File: src/rtl/multdiv_pkg.sv
// Shared definitions for the execute-stage multiply/divide units:
// FSM state encoding, radix-4 Booth digit encoding and the digit decoder.
package multdiv_pkg;

    typedef enum logic [1:0] {
        IDLE = 2'b00,
        RUN  = 2'b01,
        DONE = 2'b10
    } mult_state_e;

    typedef enum logic [2:0] {
        BOOTH_ZERO = 3'd0,
        BOOTH_POS1 = 3'd1,
        BOOTH_POS2 = 3'd2,
        BOOTH_NEG1 = 3'd3,
        BOOTH_NEG2 = 3'd4
    } booth_digit_e;

    // Map the overlapping triplet {q[1], q[0], q[-1]} to a Booth digit in {-2..+2}.
    function automatic booth_digit_e booth_decode(input logic [2:0] triplet);
        booth_digit_e digit;
        case (triplet)
            3'b001, 3'b010: digit = BOOTH_POS1;
            3'b011:         digit = BOOTH_POS2;
            3'b100:         digit = BOOTH_NEG2;
            3'b101, 3'b110: digit = BOOTH_NEG1;
            default:        digit = BOOTH_ZERO;
        endcase
        return digit;
    endfunction

endpackage

File: src/rtl/booth_mult_seq_if.sv
// Request/response bundle between the pipeline (master) and the multiplier (slave).
interface booth_mult_seq_if #(
    parameter int WIDTH = 32
);
    logic                   start;
    logic                   is_signed;
    logic [WIDTH-1:0]       multiplicand;
    logic [WIDTH-1:0]       multiplier;
    logic                   ready;
    logic                   busy;
    logic                   result_valid;
    logic [2*WIDTH-1:0]     product;
    logic                   overflow;

    modport master (
        output start, is_signed, multiplicand, multiplier,
        input  ready, busy, result_valid, product, overflow
    );

    modport slave (
        input  start, is_signed, multiplicand, multiplier,
        output ready, busy, result_valid, product, overflow
    );
endinterface

File: src/rtl/booth_radix4_recoder.sv
// Radix-4 Booth recoder: turns one overlapping multiplier triplet into
// control for the partial product (+/-M or +/-2M, or nothing).
module booth_radix4_recoder
    import multdiv_pkg::*;
(
    input  logic [2:0] triplet,
    output logic       neg,
    output logic       dbl,
    output logic       zero
);
    booth_digit_e digit;

    assign digit = booth_decode(triplet);
    assign neg   = (digit == BOOTH_NEG1) || (digit == BOOTH_NEG2);
    assign dbl   = (digit == BOOTH_POS2) || (digit == BOOTH_NEG2);
    assign zero  = (digit == BOOTH_ZERO);
endmodule

File: src/rtl/booth_mult_seq.sv
// Sequential radix-4 Booth multiplier, one digit per clock, signed or unsigned.
// WIDTH must be even and at least 4. Operands are extended by two bits so the
// same datapath handles unsigned values; one extra digit covers that extension.
module booth_mult_seq
    import multdiv_pkg::*;
#(
    parameter int WIDTH = 32
) (
    input  logic                clock,
    input  logic                reset,
    booth_mult_seq_if.slave     bus
);
    localparam int ITER  = WIDTH / 2 + 1;
    localparam int CNT_W = $clog2(ITER + 1);
    localparam int EXT_W = WIDTH + 2;          // extended operand / Q width
    localparam int P_W   = WIDTH + 3;          // P and M width, room for +/-2M
    localparam int ACC_W = P_W + EXT_W + 1;    // {P, Q, q_-1}

    mult_state_e        state_q, state_d;
    logic [CNT_W-1:0]   cnt_q;
    logic [ACC_W-1:0]   acc_q, acc_shift;
    logic [P_W-1:0]     m_q, pp, p_cur, p_sum;
    logic               is_signed_q;
    logic [EXT_W-1:0]   a_ext, b_ext;
    logic [2*WIDTH-1:0] product_q, product_nxt;
    logic               overflow_q, overflow_nxt;
    logic               ready, busy, result_valid;
    logic               load, last_iter;
    logic               neg, dbl, zero;

    assign load      = ready && bus.start;
    assign last_iter = (state_q == RUN) && (cnt_q == CNT_W'(ITER - 1));

    assign a_ext = bus.is_signed ? {{2{bus.multiplicand[WIDTH-1]}}, bus.multiplicand}
                                 : {2'b00, bus.multiplicand};
    assign b_ext = bus.is_signed ? {{2{bus.multiplier[WIDTH-1]}}, bus.multiplier}
                                 : {2'b00, bus.multiplier};

    booth_radix4_recoder u_recoder (
        .triplet (acc_q[2:0]),
        .neg     (neg),
        .dbl     (dbl),
        .zero    (zero)
    );

    assign p_cur = acc_q[ACC_W-1 -: P_W];
    assign pp    = dbl ? {m_q[P_W-2:0], 1'b0} : m_q;

    // Add or subtract the selected partial product into P.
    always_comb begin
        // NOTE: assign every always_comb output a default first so no path leaves it unassigned and infers a latch.
        p_sum = p_cur;
        if (!zero) begin
            p_sum = neg ? (p_cur - pp) : (p_cur + pp);
        end
    end

    assign acc_shift = $signed({p_sum, acc_q[EXT_W:0]}) >>> 2;

    // Low 2*WIDTH bits of {P,Q} after the last shift are the exact product.
    assign product_nxt  = acc_shift[2*WIDTH:1];
    assign overflow_nxt = is_signed_q
        ? (product_nxt[2*WIDTH-1:WIDTH] != {WIDTH{product_nxt[WIDTH-1]}})
        : (product_nxt[2*WIDTH-1:WIDTH] != '0);

    // State, iteration counter and registered result; reset aborts any operation.
    always_ff @(posedge clock) begin
        // NOTE: sequential state uses non-blocking assignments so every register samples pre-edge values.
        if (reset) begin
            state_q    <= IDLE;
            cnt_q      <= '0;
            product_q  <= '0;
            overflow_q <= 1'b0;
        end else begin
            state_q <= state_d;
            if (load) begin
                cnt_q <= '0;
            end else if (state_q == RUN) begin
                cnt_q <= cnt_q + 1'b1;
            end
            if (last_iter) begin
                product_q  <= product_nxt;
                overflow_q <= overflow_nxt;
            end
        end
    end

    // Accumulator and multiplicand: loaded on an accepted start, stepped in RUN.
    always_ff @(posedge clock) begin
        // NOTE: no reset here; these are always loaded before use, and the FSM reset alone discards work in flight.
        if (load) begin
            acc_q       <= {{P_W{1'b0}}, b_ext, 1'b0};
            m_q         <= {a_ext[EXT_W-1], a_ext};
            is_signed_q <= bus.is_signed;
        end else if (state_q == RUN) begin
            acc_q <= acc_shift;
        end
    end

    // Next-state and handshake decode; DONE accepts a new start directly.
    always_comb begin
        state_d      = state_q;
        ready        = 1'b0;
        busy         = 1'b0;
        result_valid = 1'b0;
        case (state_q)
            IDLE: begin
                ready = 1'b1;
                if (bus.start) state_d = RUN;
            end
            RUN: begin
                busy = 1'b1;
                if (last_iter) state_d = DONE;
            end
            DONE: begin
                ready        = 1'b1;
                result_valid = 1'b1;
                state_d      = bus.start ? RUN : IDLE;
            end
            default: state_d = IDLE;
        endcase
    end

    assign bus.ready        = ready;
    assign bus.busy         = busy;
    assign bus.result_valid = result_valid;
    assign bus.product      = product_q;
    assign bus.overflow     = overflow_q;

endmodule

File: src/flat_wrapper.sv
// flat-port wrapper written by rule: the top's interface ports become plain ports
module booth_mult_seq_flat import multdiv_pkg::*;
#(
    parameter int WIDTH = 32
)
  (clock, reset, bus_start, bus_is_signed, bus_multiplicand, bus_multiplier, bus_ready, bus_busy, bus_result_valid, bus_product, bus_overflow);
  booth_mult_seq_if #(.WIDTH(WIDTH)) bus_i ();
  input  logic clock;
  input  logic reset;
  input wire logic [$bits(bus_i.start)-1:0] bus_start;
  input wire logic [$bits(bus_i.is_signed)-1:0] bus_is_signed;
  input wire logic [$bits(bus_i.multiplicand)-1:0] bus_multiplicand;
  input wire logic [$bits(bus_i.multiplier)-1:0] bus_multiplier;
  output wire logic [$bits(bus_i.ready)-1:0] bus_ready;
  output wire logic [$bits(bus_i.busy)-1:0] bus_busy;
  output wire logic [$bits(bus_i.result_valid)-1:0] bus_result_valid;
  output wire logic [$bits(bus_i.product)-1:0] bus_product;
  output wire logic [$bits(bus_i.overflow)-1:0] bus_overflow;
  assign bus_i.start = bus_start;
  assign bus_i.is_signed = bus_is_signed;
  assign bus_i.multiplicand = bus_multiplicand;
  assign bus_i.multiplier = bus_multiplier;
  assign bus_ready = bus_i.ready;
  assign bus_busy = bus_i.busy;
  assign bus_result_valid = bus_i.result_valid;
  assign bus_product = bus_i.product;
  assign bus_overflow = bus_i.overflow;
  booth_mult_seq #(.WIDTH(WIDTH)) u_core (.clock(clock), .reset(reset), .bus(bus_i));
endmodule
File: config.mk
export PLATFORM = sky130hd
export DESIGN_NAME = booth_mult_seq_flat
export DESIGN_NICKNAME = d
export VERILOG_FILES = /design/src/rtl/multdiv_pkg.sv /design/src/rtl/booth_mult_seq_if.sv /design/src/rtl/booth_radix4_recoder.sv /design/src/rtl/booth_mult_seq.sv /design/src/flat_wrapper.sv
export SDC_FILE = /design/constraint.sdc
export NUM_CORES = 1
export LEC_CHECK = 0
export BUFFER_PORTS_ARGS = -buffer_cell sky130_fd_sc_hd__buf_2
export CAP_MARGIN = 15
export CORE_ASPECT_RATIO = 1.2
export CORE_MARGIN = 2
export CORE_UTILIZATION = 30
export CTS_BUF_LIST = sky130_fd_sc_hd__clkbuf_16
export CTS_CLUSTER_SIZE = 25
export DETAILED_ROUTE_END_ITERATION = 8
export PLACE_DENSITY = 0.56
export SLEW_MARGIN = 30
export SYNTH_ARGS = -nofsm -noshare
export SYNTH_HDL_FRONTEND = slang
export SYNTH_SLANG_ARGS = --single-unit
File: constraint.sdc
create_clock -name clock -period 7.9 [get_ports clock]
set_input_delay 1.185 -clock clock [delete_from_list [all_inputs] [get_ports clock]]
set_output_delay 1.185 -clock clock [all_outputs]
set_load 0.01 [all_outputs]
==> impl_metrics.yaml <==
final_layout:
  design_area_sq_mm: 0.0126
  nNetsFinal: 1525
  n_fill_cell: 3778
  layout-drive-gt1-share: 0.156
  fin_util: 0.350
  syn_to_final_growth_pct: 15.2
  multi_input_area_sq_mm: 0.00627
  antennaDiodeCount: 0
  ff_latch_area_sq_mm: 0.00416
timing:
  hold_violations: 0
  fin_crit_ns: 7.38
  tightest_slew_ns: 0.898
  relSlewSlack: 0.401
  fmax_ghz: 0.135
  setup_viol: 0
  period_share: 0.934
  finalMaxSlewViolations: 0
  rsz0062_at_grt: "no"
  final.setup.tns_ns: 0
  skew_ns: 0.0184
cts:
  path_clk_slew_ns: 0.08
  htreeDepth: 4
  cts_buffer_depth: 2
  hold_buffers: 0
  cts_tree: "done"
  clock_latency_ns: 0.46
  postCtsResizedCells: 0
  cts_root_buf: "clkbuf_16"
  post_cts_buffers: 0
  cts_sinks: 174
  cts_inserted_buffers: 17
synthesis:
  ys_warn_count: 0
  synth_compound_area_frac: 0.264
  synth_fp_nets: 1456
  ys.flop_type: "dfxtp_1"
  synth_top_area_cell: "dfxtp_1"
  syn_area_per_cell_sq_um: 8.10
  synth_cell_types: 77
  synthAdderAreaFrac: 0.0442
  netlist_area_sq_mm: 0.0109
  ys_seq_elements: 174
  yosys.area_share.simple: 0.218
  netlist.area_leader.share: 0.194
  synth_mux_area_frac: 0.0216
  synth_top_family_by_area: "compound AO/OA/AOI/OAI gates"
  synth-edff-count: 68
  synthXorXnorAreaFrac: 0.0240
  async_flop_share: 0
  postSynthCellCount: 1350
  synth.yosys.seq_area_share: 0.381
  synth_area_leaders: "dfxtp_1 (19%), edfxtp_1 (19%), nand2_1 (6.4%), a21oi_1 (5.3%), o21ai_0 (4.8%)"
detailed_routing:
  num_vias: 10500
  ant_nets: 0
  post-route-drc-count: 0
  firstDrtPassIters: 6
  via_per_inst: 5.50
  avgRoutedWirePerCell_um: 18.7
  drt_wl_total_mm: 35.5
  drt_iter0_drc: 748
setup_path:
  max_stage_delay_ns: 0.68
  critical_path_class: "reg -> reg"
  crit_arrival_ns: 7.73
  crit_required_ns: 8.24
  endpoint_kind: "register"
  worstPathMaxFanout: 18
  crit_top_cell: "nand4_1"
  crit_slowest_cell: "or4_1"
  critical_path.startpoint_type: "register"
  worstPathCellList: "or3b_2 -> nand2_1 -> nor2_1 -> a21oi_1 -> ha_1 -> inv_1 -> a311oi_1 -> nand4_1 -> or4_1 -> or2_2 -> o31a_1 -> a211oi_1 -> o22ai_1 -> ha_1 -> nand4_1 -> a211oi_1 -> o21a_1 -> o211ai_1 -> buf_4 -> or4_1 -> nor4_1 -> nand4_1 -> nor3_1 -> o31ai_1"
grt:
  grt_pass1_wl_mm: 55.8
  overflow: 0
  grtUsageTotal: 0.188
  grt_pass1_vias: 10000
  grt_max_degree: 74
  antenna_found_initial: 1
power:
  total_power_mw: 3.80
  power_density_mw_per_mm2: 301
  leakagePower_nw: 4.91
  max-vdd-ir-drop_v: 0.000220
floorplan:
  initial_core_util: 0.304
  placementRows: 76
  num_io_pins: 136
  coreArea_sq_mm: 0.0359
  die_w_um: 178
  die_h_um: 213
  die_area_sq_mm: 0.0380
placed_design:
  dpl_cell_area_sq_mm: 0.0120
  dp_hpwl_mm: 25.3
  routabilityCongestion: 0.873
  place.port_buffers: 135
job:
  cap_violations: 0
run_status:
  status: "complete, no violations"
hold_path:
  hold_path_class: "reg -> reg"
-- power by group --
group | switching [mW] | internal [mW] | leakage [nW]
Clock | 0.436 | 0.446 | 0.301
Combinational | 1.09 | 0.641 | 3.07
Sequential | 0.132 | 1.05 | 1.54
Total | 1.65 | 2.14 | 4.91
-- routing by layer --
metal  vias to the layer above  global-route usage  part of all wire
met3                        57              0.0450             0.067
li1                       5136                   -                 -
met4                         2              0.0704             0.026
met2                       315               0.305              0.46
met5                         -                   0           0.00028
met1                      4949               0.243              0.45
-- through the flow --
step / setup slack, ns / hold slack [ns] / instances
floorplan: 1.05 / 0.445 / 1350
global placement: 0.750 / 0.439 / 1868
detailed placement: 0.624 / 0.444 / 1868
CTS: 0.582 / 0.453 / 1900
global route: 0.0219 / 0.467 / 1900
finish: 0.520 / 0.453 / 1900
-- sequential cells by signal (all words and copies together) (netlist names) --
signal and flops:
u_core.acc_q 68, u_core.bus.overflow 1, u_core.bus.product 64, u_core.cnt_q 5
u_core.is_signed_q 1, u_core.m_q 33, u_core.state_q 2
-- path summary, 6_finish.rpt --
path                            to  slack, ns  cells after the start                   from
min reg2reg  u_core.bus.product[9]       0.45                      2  u_core.bus.product[9]
max reg2reg    u_core.bus.overflow       0.52                     24        u_core.acc_q[0]
max            u_core.bus.overflow       0.52                     24        u_core.acc_q[0]
min          u_core.bus.product[9]       0.45                      2  u_core.bus.product[9]
-- critical path, delay by kind of cell (launching register included) --
family,cells,cell delay [ns]
AND/OR/NAND/NOR,11,3.49
adder cells (fa/ha/maj),2,0.68
flip-flops,1,0.48
AO/OA/AOI/OAI,9,2.33
buffers and inverters,2,0.28
-- Yosys cell counts (4+ instances only) --
master / instances
o2111ai_1: 4
a311oi_1: 4
mux2i_1: 18
nand2b_1: 8
nor2b_1: 9
o31ai_1: 8
and3_1: 11
or4_1: 4
clkbuf_1: 97
buf_1: 12
o21ai_0: 105
or3_1: 16
dfxtp_1: 106
nand3_1: 23
nand3b_1: 5
a31oi_1: 23
o21a_1: 5
and2_1: 10
or2_2: 9
mux2_2: 5
nor3_1: 43
ha_1: 37
inv_1: 23
xor2_1: 19
a21oi_1: 115
a22o_1: 50
a21o_1: 19
o22ai_1: 15
o221ai_1: 15
nor3b_1: 6
edfxtp_1: 68
nand2_1: 185
o211ai_1: 13
xnor2_1: 11
nor4_1: 7
a211oi_1: 21
nor2_1: 135
o41ai_1: 4
nand4_1: 19
o31a_1: 4
-- layout by cell type (no fill, tap or decap), drive strengths merged, types with 5 or more instances in the layout --
cell and count:
a211oi 21, a21o 19, a21oi 115, a22o 50, a31oi 23, and2 11, and3 11, buf 160
clkbuf 18, clkinv 8, dfxtp 106, edfxtp 68, ha 37, inv 31, mux2 5, mux2i 18
nand2 185, nand2b 8, nand3 24, nand3b 5, nand4 19, nor2 135, nor2b 9, nor3 43
nor3b 6, nor4 8, o211ai 13, o21a 5, o21ai 107, o221ai 15, o22ai 15, o31ai 8
or2 9, or3 18, or4 7, xnor2 11, xor2 19
-- kinds of logic (layout without fill, tap and decap cells) --
kind of cell             Yosys count  in the layout
AND/OR/NAND/NOR                  507            507
AO/OA/AOI/OAI                    443            443
XOR/XNOR                          30             30
multiplexers                      23             23
buffers and inverters            135            217
adder cells (fa/ha/maj)           38             38
flip-flops                       174            174
-- layout make-up --
cell class / count / area share
Multi-Input combinational cell: 1041 / 0.498
Tap cell: 468 / 0.0465
Sequential cell: 174 / 0.331
Timing Repair Buffer: 160 / 0.0686
Clock buffer: 18 / 0.0358
Inverter: 25 / 0.00745
Clock inverter: 14 / 0.0131
Note: power is estimated with default switching activity, not from simulation.
